[config.mk]
export PLATFORM = sky130hd
export DESIGN_NAME = ball_flight_gen
export DESIGN_NICKNAME = d
export VERILOG_FILES = /design/src/rtl/ball_flight_pkg.sv /design/src/rtl/motion_tick_gen.sv /design/src/rtl/ball_flight_gen.sv
export SDC_FILE = /design/constraint.sdc
export NUM_CORES = 1
export LEC_CHECK = 0
export CAP_MARGIN = 0
export CORE_MARGIN = 2
export CORE_UTILIZATION = 40
export CTS_CLUSTER_DIAMETER = 150
export DETAILED_ROUTE_END_ITERATION = 6
export PLACE_DENSITY = 0.6
export SYNTH_ARGS = -nofsm -noshare
export SYNTH_HDL_FRONTEND = slang
export SYNTH_SLANG_ARGS = --single-unit
[constraint.sdc]
create_clock -name clock -period 6.4 [get_ports clock]
set_clock_uncertainty 0.1 [all_clocks]
set_input_delay 1.92 -clock clock [delete_from_list [all_inputs] [get_ports clock]]
set_output_delay 1.92 -clock clock [all_outputs]
set_load 0.1 [all_outputs]
[src/rtl/ball_flight_pkg.sv]
// Shared types and default geometry for the ball trajectory generator and its consumers.
// The analyzer zone constants live here so the producer and the scorer agree on them.
package ball_flight_pkg;

    typedef enum logic [1:0] {
        S_IDLE,
        S_BOWL,
        S_HIT,
        S_DONE
    } flight_state_t;

    localparam int DEF_TICK_DIV  = 833333;
    localparam int DEF_START_X   = 300;
    localparam int DEF_STEP_X    = 4;
    localparam int DEF_WICKET_X  = 7;
    localparam int DEF_HIT_MIN   = 8;
    localparam int DEF_HIT_MAX   = 22;
    localparam int DEF_HIT_TICKS = 16;
    localparam int DEF_X_MAX     = 319;

    // Analyzer zones: a ball at the stumps inside OUT_Y is an out, ZERO_Y scores nothing.
    localparam int OUT_Y_MIN = 175;
    localparam int OUT_Y_MAX = 230;
    localparam int ZERO_Y    = 160;

    function automatic logic [7:0] lane_y(input logic [1:0] lane);
        logic [7:0] y;
        case (lane)
            2'd0:    y = 8'd160;
            2'd1:    y = 8'd180;
            2'd2:    y = 8'd200;
            default: y = 8'd220;
        endcase
        return y;
    endfunction

endpackage

[src/rtl/motion_tick_gen.sv]
// Free-running divider producing a one-cycle motion tick every TICK_DIV clocks.
// Shared with the sprite drawer so both animate on the same cadence.
module motion_tick_gen
    import ball_flight_pkg::*;
#(
    parameter int TICK_DIV = DEF_TICK_DIV
) (
    input  logic clock,
    input  logic reset,
    output logic tick
);

    localparam int CW = (TICK_DIV > 1) ? $clog2(TICK_DIV) : 1;
    localparam logic [CW-1:0] LAST = CW'(TICK_DIV - 1);

    logic [CW-1:0] count;

    always_ff @(posedge clock) begin
        if (reset)
            count <= '0;
        else if (count == LAST)
            count <= '0;
        else
            count <= count + 1'b1;
    end

    assign tick = (count == LAST);

endmodule

[src/rtl/ball_flight_gen.sv]
// Delivery trajectory generator: bowls the ball toward the stumps, handles the bat swing,
// flies a hit ball rightward, and reports the final coordinates with a strike pulse.
module ball_flight_gen
    import ball_flight_pkg::*;
#(
    parameter int TICK_DIV  = DEF_TICK_DIV,
    parameter int START_X   = DEF_START_X,
    parameter int STEP_X    = DEF_STEP_X,
    parameter int WICKET_X  = DEF_WICKET_X,
    parameter int HIT_MIN   = DEF_HIT_MIN,
    parameter int HIT_MAX   = DEF_HIT_MAX,
    parameter int HIT_TICKS = DEF_HIT_TICKS,
    parameter int X_MAX     = DEF_X_MAX
) (
    input  logic       clock,
    input  logic       reset,
    input  logic       bowl,
    input  logic       bat,
    input  logic [1:0] bat_power,
    input  logic [1:0] lane,
    input  logic       game_over,
    output logic       throw,
    output logic       strike,
    output logic [8:0] pixelx,
    output logic [7:0] pixely,
    output logic       ball_active
);

    localparam int FW = $clog2(HIT_TICKS + 1);

    localparam logic [8:0]    START_V   = 9'(START_X);
    localparam logic [8:0]    STEP_V    = 9'(STEP_X);
    localparam logic [8:0]    WICKET_V  = 9'(WICKET_X);
    localparam logic [8:0]    HIT_MIN_V = 9'(HIT_MIN);
    localparam logic [8:0]    HIT_MAX_V = 9'(HIT_MAX);
    localparam logic [8:0]    X_MAX_V   = 9'(X_MAX);
    localparam logic [9:0]    X_MAX_W   = 10'(X_MAX);
    localparam logic [9:0]    CLAMP_TH  = 10'(WICKET_X + STEP_X);
    localparam logic [FW-1:0] FLIGHT_V  = FW'(HIT_TICKS);
    localparam logic [FW-1:0] FLIGHT_1  = FW'(1);

    flight_state_t state, state_n;

    logic          bowl_q, bat_q;
    logic          bowl_edge, bat_edge;
    logic          tick;
    logic [8:0]    px, px_n;
    logic [7:0]    py, py_n;
    logic          throw_q, throw_n;
    logic          swing_used, swing_n;
    logic [3:0]    vx, vx_n;
    logic [FW-1:0] fcnt, fcnt_n;
    logic [9:0]    fly_sum;
    logic          in_window;

    motion_tick_gen #(
        .TICK_DIV(TICK_DIV)
    ) u_tick (
        .clock(clock),
        .reset(reset),
        .tick (tick)
    );

    assign bowl_edge = bowl & ~bowl_q;
    assign bat_edge  = bat & ~bat_q;
    assign in_window = (px >= HIT_MIN_V) && (px <= HIT_MAX_V);

    always_ff @(posedge clock) begin
        if (reset) begin
            state      <= S_IDLE;
            bowl_q     <= 1'b0;
            bat_q      <= 1'b0;
            px         <= '0;
            py         <= '0;
            throw_q    <= 1'b0;
            swing_used <= 1'b0;
            vx         <= '0;
            fcnt       <= '0;
        end else begin
            state      <= state_n;
            bowl_q     <= bowl;
            bat_q      <= bat;
            px         <= px_n;
            py         <= py_n;
            throw_q    <= throw_n;
            swing_used <= swing_n;
            vx         <= vx_n;
            fcnt       <= fcnt_n;
        end
    end

    always_comb begin
        state_n = state;
        px_n    = px;
        py_n    = py;
        throw_n = 1'b0;
        swing_n = swing_used;
        vx_n    = vx;
        fcnt_n  = fcnt;
        fly_sum = {1'b0, px} + {6'd0, vx};

        case (state)
            S_IDLE: begin
                if (bowl_edge && !game_over) begin
                    state_n = S_BOWL;
                    throw_n = 1'b1;
                    px_n    = START_V;
                    py_n    = lane_y(lane);
                    swing_n = 1'b0;
                end
            end

            S_BOWL: begin
                // A connecting swing wins over a coincident tick: the ball is hit where it is.
                if (bat_edge && !swing_used && in_window) begin
                    state_n = S_HIT;
                    vx_n    = {1'b0, bat_power, 1'b0} + 4'd2;
                    fcnt_n  = FLIGHT_V;
                end else begin
                    if (bat_edge)
                        swing_n = 1'b1;
                    if (tick) begin
                        if (px == WICKET_V)
                            state_n = S_DONE;
                        else if ({1'b0, px} < CLAMP_TH)
                            px_n = WICKET_V;
                        else
                            px_n = px - STEP_V;
                    end
                end
            end

            S_HIT: begin
                if (tick) begin
                    px_n   = (fly_sum > X_MAX_W) ? X_MAX_V : fly_sum[8:0];
                    fcnt_n = fcnt - 1'b1;
                    if (fcnt <= FLIGHT_1)
                        state_n = S_DONE;
                end
            end

            S_DONE: state_n = S_IDLE;

            default: state_n = S_IDLE;
        endcase
    end

    assign throw       = throw_q;
    assign strike      = (state == S_DONE);
    assign ball_active = (state == S_BOWL) || (state == S_HIT);
    assign pixelx      = px;
    assign pixely      = py;

endmodule

Yosys cells after proc, flatten, opt, wreduce, memory -nomap -nowiden:

Cells that the tools add are included.

* logic and storage cells: 86
* register bits after elaboration: 52
* input port bits: 9
* output and inout bits: 20

* equality and inequality tests: 17
* bitwise gates (word level): 5
* mux-type cells: 24
* order comparisons: 5
* reduce and logical (&&, ||, !) cells: 20
* add/sub/neg operators: 5

Operators with widths (number)
* 2-to-1 mux 9 bit: 7
* one-hot mux 9 bit (3 select lines): 1
* one-hot mux 7 bit (3 select lines): 1
* adder 20 x 1 -> 20 bit, second input constant: 1
* equality test 20 bit, second input constant: 1
* inequality test 2 bit, second input constant: 8
* 2-to-1 mux 2 bit: 6
* adder 9 x 4 -> 10 bit: 1
* greater-than comparator 10 x 9 -> 1 bit, second input constant: 1
* 2-to-1 mux 5 bit: 2
* one-hot mux 5 bit (2 select lines): 1
* equality test 9 x 3 -> 1 bit, second input constant: 1
* greater-or-equal comparator 9 x 4 -> 1 bit, second input constant: 1
* less-or-equal comparator 9 x 5 -> 1 bit, second input constant: 1
* less-than comparator 9 x 4 -> 1 bit, second input constant: 1
* subtractor 9 x 3 -> 9 bit, second input constant: 1
* one-hot mux 2 bit (4 select lines): 1
* equality test 2 bit, second input constant: 3
* inequality test 3 bit, second input constant: 2
* AND reduction 6 bit: 1
* less-or-equal comparator 5 x 1 -> 1 bit, second input constant: 1
* AND reduction 5 bit: 1
* subtractor 5 x 1 -> 5 bit, second input constant: 1
* adder 3 x 2 -> 4 bit, second input constant: 1
* other kinds (15): 30

Logic depth before layout (Yosys ltp):

* word-level depth: 6
* depth in mapped cells: 10
* gate-level depth less buffers: 9

By module:

A second synthesis with hierarchy kept.

* cell total of the unflattened synthesis: 348
* area total of the unflattened synthesis: 2945.3 sq um

By module, submodules not included
* ball_flight_gen: seq. area each 540.5 sq um, area each 1980.6 sq um, cells an instance 240, instances 1
* motion_tick_gen: seq. area each 400.4 sq um, area each 964.7 sq um, cells an instance 108, instances 1

Worst setup path before layout:

OpenSTA, ideal clock, no wires.

* path kind: input -> register
* from: input port bat
* to: register fcnt[3]
* data required time: 6.185 ns
* cell stages on the path: 6
* path buffers: 0
* data arrival time: 3.594 ns
* slack: 2.592 ns
* library setup time: 0.115 ns
* path through: or4b_2 a211oi_2 a21oi_1 nor4b_2 xnor2_1 nor2_1

* cells in the longest elaborated chain, start to end: 5

Ends and longest elaborated chain
* start: declaration: line ball_flight_gen.sv:18 `input logic bat,`
* AND 1 bit: line ball_flight_gen.sv:65 `assign bat_edge = bat & ~bat_q;`
* logical AND 1 bit (2 in series): line ball_flight_gen.sv:115 `if (bat_edge && !swing_used && in_window) begin`
* inequality test 2 bit (no source line)
* AND reduction 3 bit (no source line)
* end signal: assignment: line ball_flight_gen.sv:88 `fcnt <= fcnt_n;`
* end: declaration: line ball_flight_gen.sv:52 `logic [FW-1:0] fcnt, fcnt_n;`

No other way between the ends.
A chain may end at the register's enable or synchronous reset.

Worst setup path after layout:

* from: register state[1]
* to: output port ball_active

* cells in the longest elaborated chain, start to end: 2
* elaborated cells on any way between the ends: 3
* those cells by class: eq/ne: 2; reduce/logical: 1

Ends and longest elaborated chain
* start: declaration: line ball_flight_gen.sv:42 `flight_state_t state, state_n;`
* start signal: assignment: line ball_flight_gen.sv:80 `state <= state_n;`
* equality test 2 x 1 -> 1 bit / equality test 2 bit (equally long branches): line ball_flight_gen.sv:150 `assign ball_active = (state == S_BOWL) || (state == S_HIT);`
* logical OR 1 bit *: line ball_flight_gen.sv:150
* end: declaration: line ball_flight_gen.sv:26 `output logic ball_active`

Mark *: on every way between the ends. The rest lies on a longest branch, timed or not.

==> summary.md <==
| Metric | Value |
|---|---|
| Status | completed |
| Post-CTS Setup Bufs | 0 |
| Clock power share | 15.4% |
| Yosys Warn Count | 0 |
| Layout cells sized above 1 | between 6 and 7% |
| DR vias | ~2.4k |
| Internal | roughly 0.00064 W |
| DRC viols | 0 |
| Ys flop type | dfxtp_1 |
| Largest net degree at the start of global routing | 21 |
| Power share of the combinational group | between 50% and 60% |
| Die height | 88.40 um |
| Worst skew pair latency | about 0.3 ns |
| Tmin final | ~4.6 ns |
| Core Area | between 6000 and 7000 um2 |
| Area grow syn2layout | 12.91% |
| I/O pins | 29 |
| Buffers on Ports | 26 |
| Worst Hold Depth | 2 |
| Max-slew violations | 0 |
| Routed WL | between 6000 and 7000 um |
| Grt ovf | 0 |
| Root buf cell | clkbuf_8 |
| Total power draw | around 0.0012 W |
| WS Path Type | reg -> out |
| Via/cell ratio | roughly 5.3 |
| Worst reg-to-reg path cell count | 8 |
| Total area of sequential cells | 940.9 um2 |
| Initial Util | 41.70% |
| Crit end category | output pin |
| Antenna Diode Count | 0 |
| Cts hold-fix bufs | 0 |
| Data arrival, critical path | roughly 2.6 ns |
| Max VDD drop | roughly 0.00027 V |
| Setup TNS Final | 0 ns |
| Worst R2R Setup Slack | 3.64 ns |
| Fin. Hold Viols | 0 |
| CP peak stage delay | 1.22 ns |
| Routability cong. | 0.8345 |
| Finished Cell Area | ~3200 um2 |
| Row count | 30 |
| Die span in x | between 80 and 90 um |
| Max Root-Sink Buffers | 2 |
| CTS tree | yes |
| Worst path cell trace | inv_1 -> ha_1 -> clkdlybuf4s50_1 |
| Layout net count | about 380 |
| Worst hold path endpoint | swing_used |
| Yosys reg bits | 47 |
| Hpwl dp | around 4400 um |
| Clock sink count | 47 |
| DR iter-0 viols | between 150 and 200 |
| RSZ-0062 raised after global routing | no |
| Post-synthesis cell type count | 62 |
| Critical path required time | around 4.4 ns |
| Highest clock rate | 218.4 MHz |
| Hold Crit Class | reg -> reg |
| Maxcap violations | 0 |
| Gr usage total | roughly 16% |
| Number of routed nets with antenna violations | 0 |
| Post-synthesis sequential area ratio | about 33% |
| Mapped cell area | roughly 2800 um2 |
| Sequential share of power | a little under a third |
| Worst-Margin Slew | 0.9789 ns |
| Worst R2R Start | pixelx[2] |
| Syn_area_per_cell | 8.355 um2 |
| CTS Buf Count | 5 |
| Slew headroom | approximately 35% |
| Final Setup Violations | 0 |
| RR Endpoint | fcnt[3] |
| Vias in the first global route | 2057 |
| Reg clk slew, reported paths | approximately 0.090 ns |
| Multi-input gate area | between 1500 and 2000 um2 |
| Cells after Synth | 341 |
| Critical path fanouts, max | 11 |
| Asr flop ratio synth | 0% |
| CP Depth | 3 |
| EDFF count, synth | 0 |
| CP max-delay cell | clkdlybuf4s50_1 |
| Initial antenna violation count | 0 |
| WP buf/inv | 2 |
| Pwr dens | around 390 nW/um2 |
| Area leader, netlist | dfxtp_1 |
| Final period util | between 70% and 80% |
| CP startpoint kind | register |
| Die ar. | 7814 um2 |
| Commonest non-fill, non-tap cell in the layout | nor2_1 |
| Pre-CTS setup slack | between 1.5 and 2 ns |
| Drt wl/cell | between 10 and 15 um |
| Fillcell total | 702 |
| Post-DP Area | between 3000 and 4000 um2 |
| Most frequent cells in the layout | 50 x nor2_1, 47 x dfxtp_1, 26 x clkdlybuf4s50_1 |
| Psw | 0.0006036 W |
| DR pass1 iterations | 5 |
| First-pass GRT wire length | roughly 10000 um |
| Resize count post-CTS | 0 |
| Leak | between 1 and 1.5 nW |
| CP delay by family, top | buffers and inverters |
| Setup ws final | between 1.5 and 2 ns |
| Worst Min Path Start | swing_used |
| Area contributors post-synth | dfxtp_1 33%, ha_1 6.6%, nor2_1 6.6% |
| H-tree depth | 2 |
| Switching share of total power | between 40% and 50% |
| Post-synth top area share | between 30 and 40% |
[synthesized netlist by cell type (6+ instances only)]
master	instances
mux2i_1	8
nor3_1	8
ha_1	15
clkbuf_1	13
nand2_1	22
nor2_1	50
xnor2_1	12
a21oi_1	13
o21ai_0	13
o211ai_1	6
nand3_1	14
inv_1	19
dfxtp_1	47
xor2_1	11
[layout make-up]
cell class | count | area share, %
clock buffers | 7 | 2.684
inverters | 19 | 2.217
repair buffers | 27 | 8.324
flip-flops and latches | 47 | 29.25
multi-input cells | 254 | 53.52
clock inverters | 1 | 0.2723
well taps | 96 | 3.734
[layer usage]
layer	vias up	wire length [um]	share of wire, %	GRT usage (%)
li1	1220	-	-	-
met1	1115	3147	51	23.75
met2	67	2651	43	24.88
met3	5	264	4.3	3.358
met4	0	70	1.1	4.545
met5	-	0	0	0
[logic make-up (layout without fill, tap and decap cells)]
| logic type | Yosys count | after routing | share of synthesized area, % |
|---|---|---|---|
| muxes | 8 | 8 | 2.811 |
| other | 1 | 2 | 0.1316 |
| buffers and inverters | 41 | 54 | 6.676 |
| DFF | 47 | 47 | 33.03 |
| xor gates and xnor gates | 23 | 23 | 7.071 |
| AOI/OAI and AO/OA | 70 | 70 | 18.71 |
| and+or+nand+nor | 135 | 135 | 24.29 |
| adders and majority gates | 16 | 16 | 7.290 |
[per-stage QoR]
stage,instances,util [%],hold slack (ns)
floorplan,342,-,0.3269
global placement,443,45.70,0.3407
detailed placement,443,45.70,0.3536
CTS,451,47.09,0.3652
global route,451,47.09,0.3854
finish,451,47.09,0.3586
[sequential cells by signal (all words and copies together) (netlist names)]
register and count:
pixely 4, vx 3, swing_used 1, pixelx 9, state 2, throw 1
u_tick.count 20, bowl_q 1, fcnt 5, bat_q 1
[power groups by stage]
stage / combinational (W) / sequential [W] / clock, W
finish: 0.000659 / 0.000391 / 0.000192
global route: 0.000712 / 0.000399 / 0.000212
CTS: 0.000658 / 0.000391 / 0.000201
detailed placement: 0.000655 / 0.000398 / 0
global placement: 0.000654 / 0.000396 / 0
floorplan: 0.000452 / 0.000484 / 0
[how the worst max path moves through the flow]
stage,startpoint,endpoint,slack (ns)
6_report,state[1],ball_active,1.82
5_1_grt,state[1],ball_active,1.69
4_1_cts,state[1],ball_active,1.83
3_5_place_dp,bat,fcnt[3],1.89
3_3_place_gp,bat,fcnt[3],1.95
2_1_floorplan,bat,fcnt[3],2.59
[worst register-to-register path: stages, from the launching register on]
cell and delay (ns):
dfxtp_1 0.43, inv_1 0.20, ha_1 0.17, or3b_2 0.46, a211oi_2 0.41, a21oi_1 0.30
nor4b_2 0.38, xnor2_1 0.15, nor2_1 0.05
(Power assumes the default switching activity.)
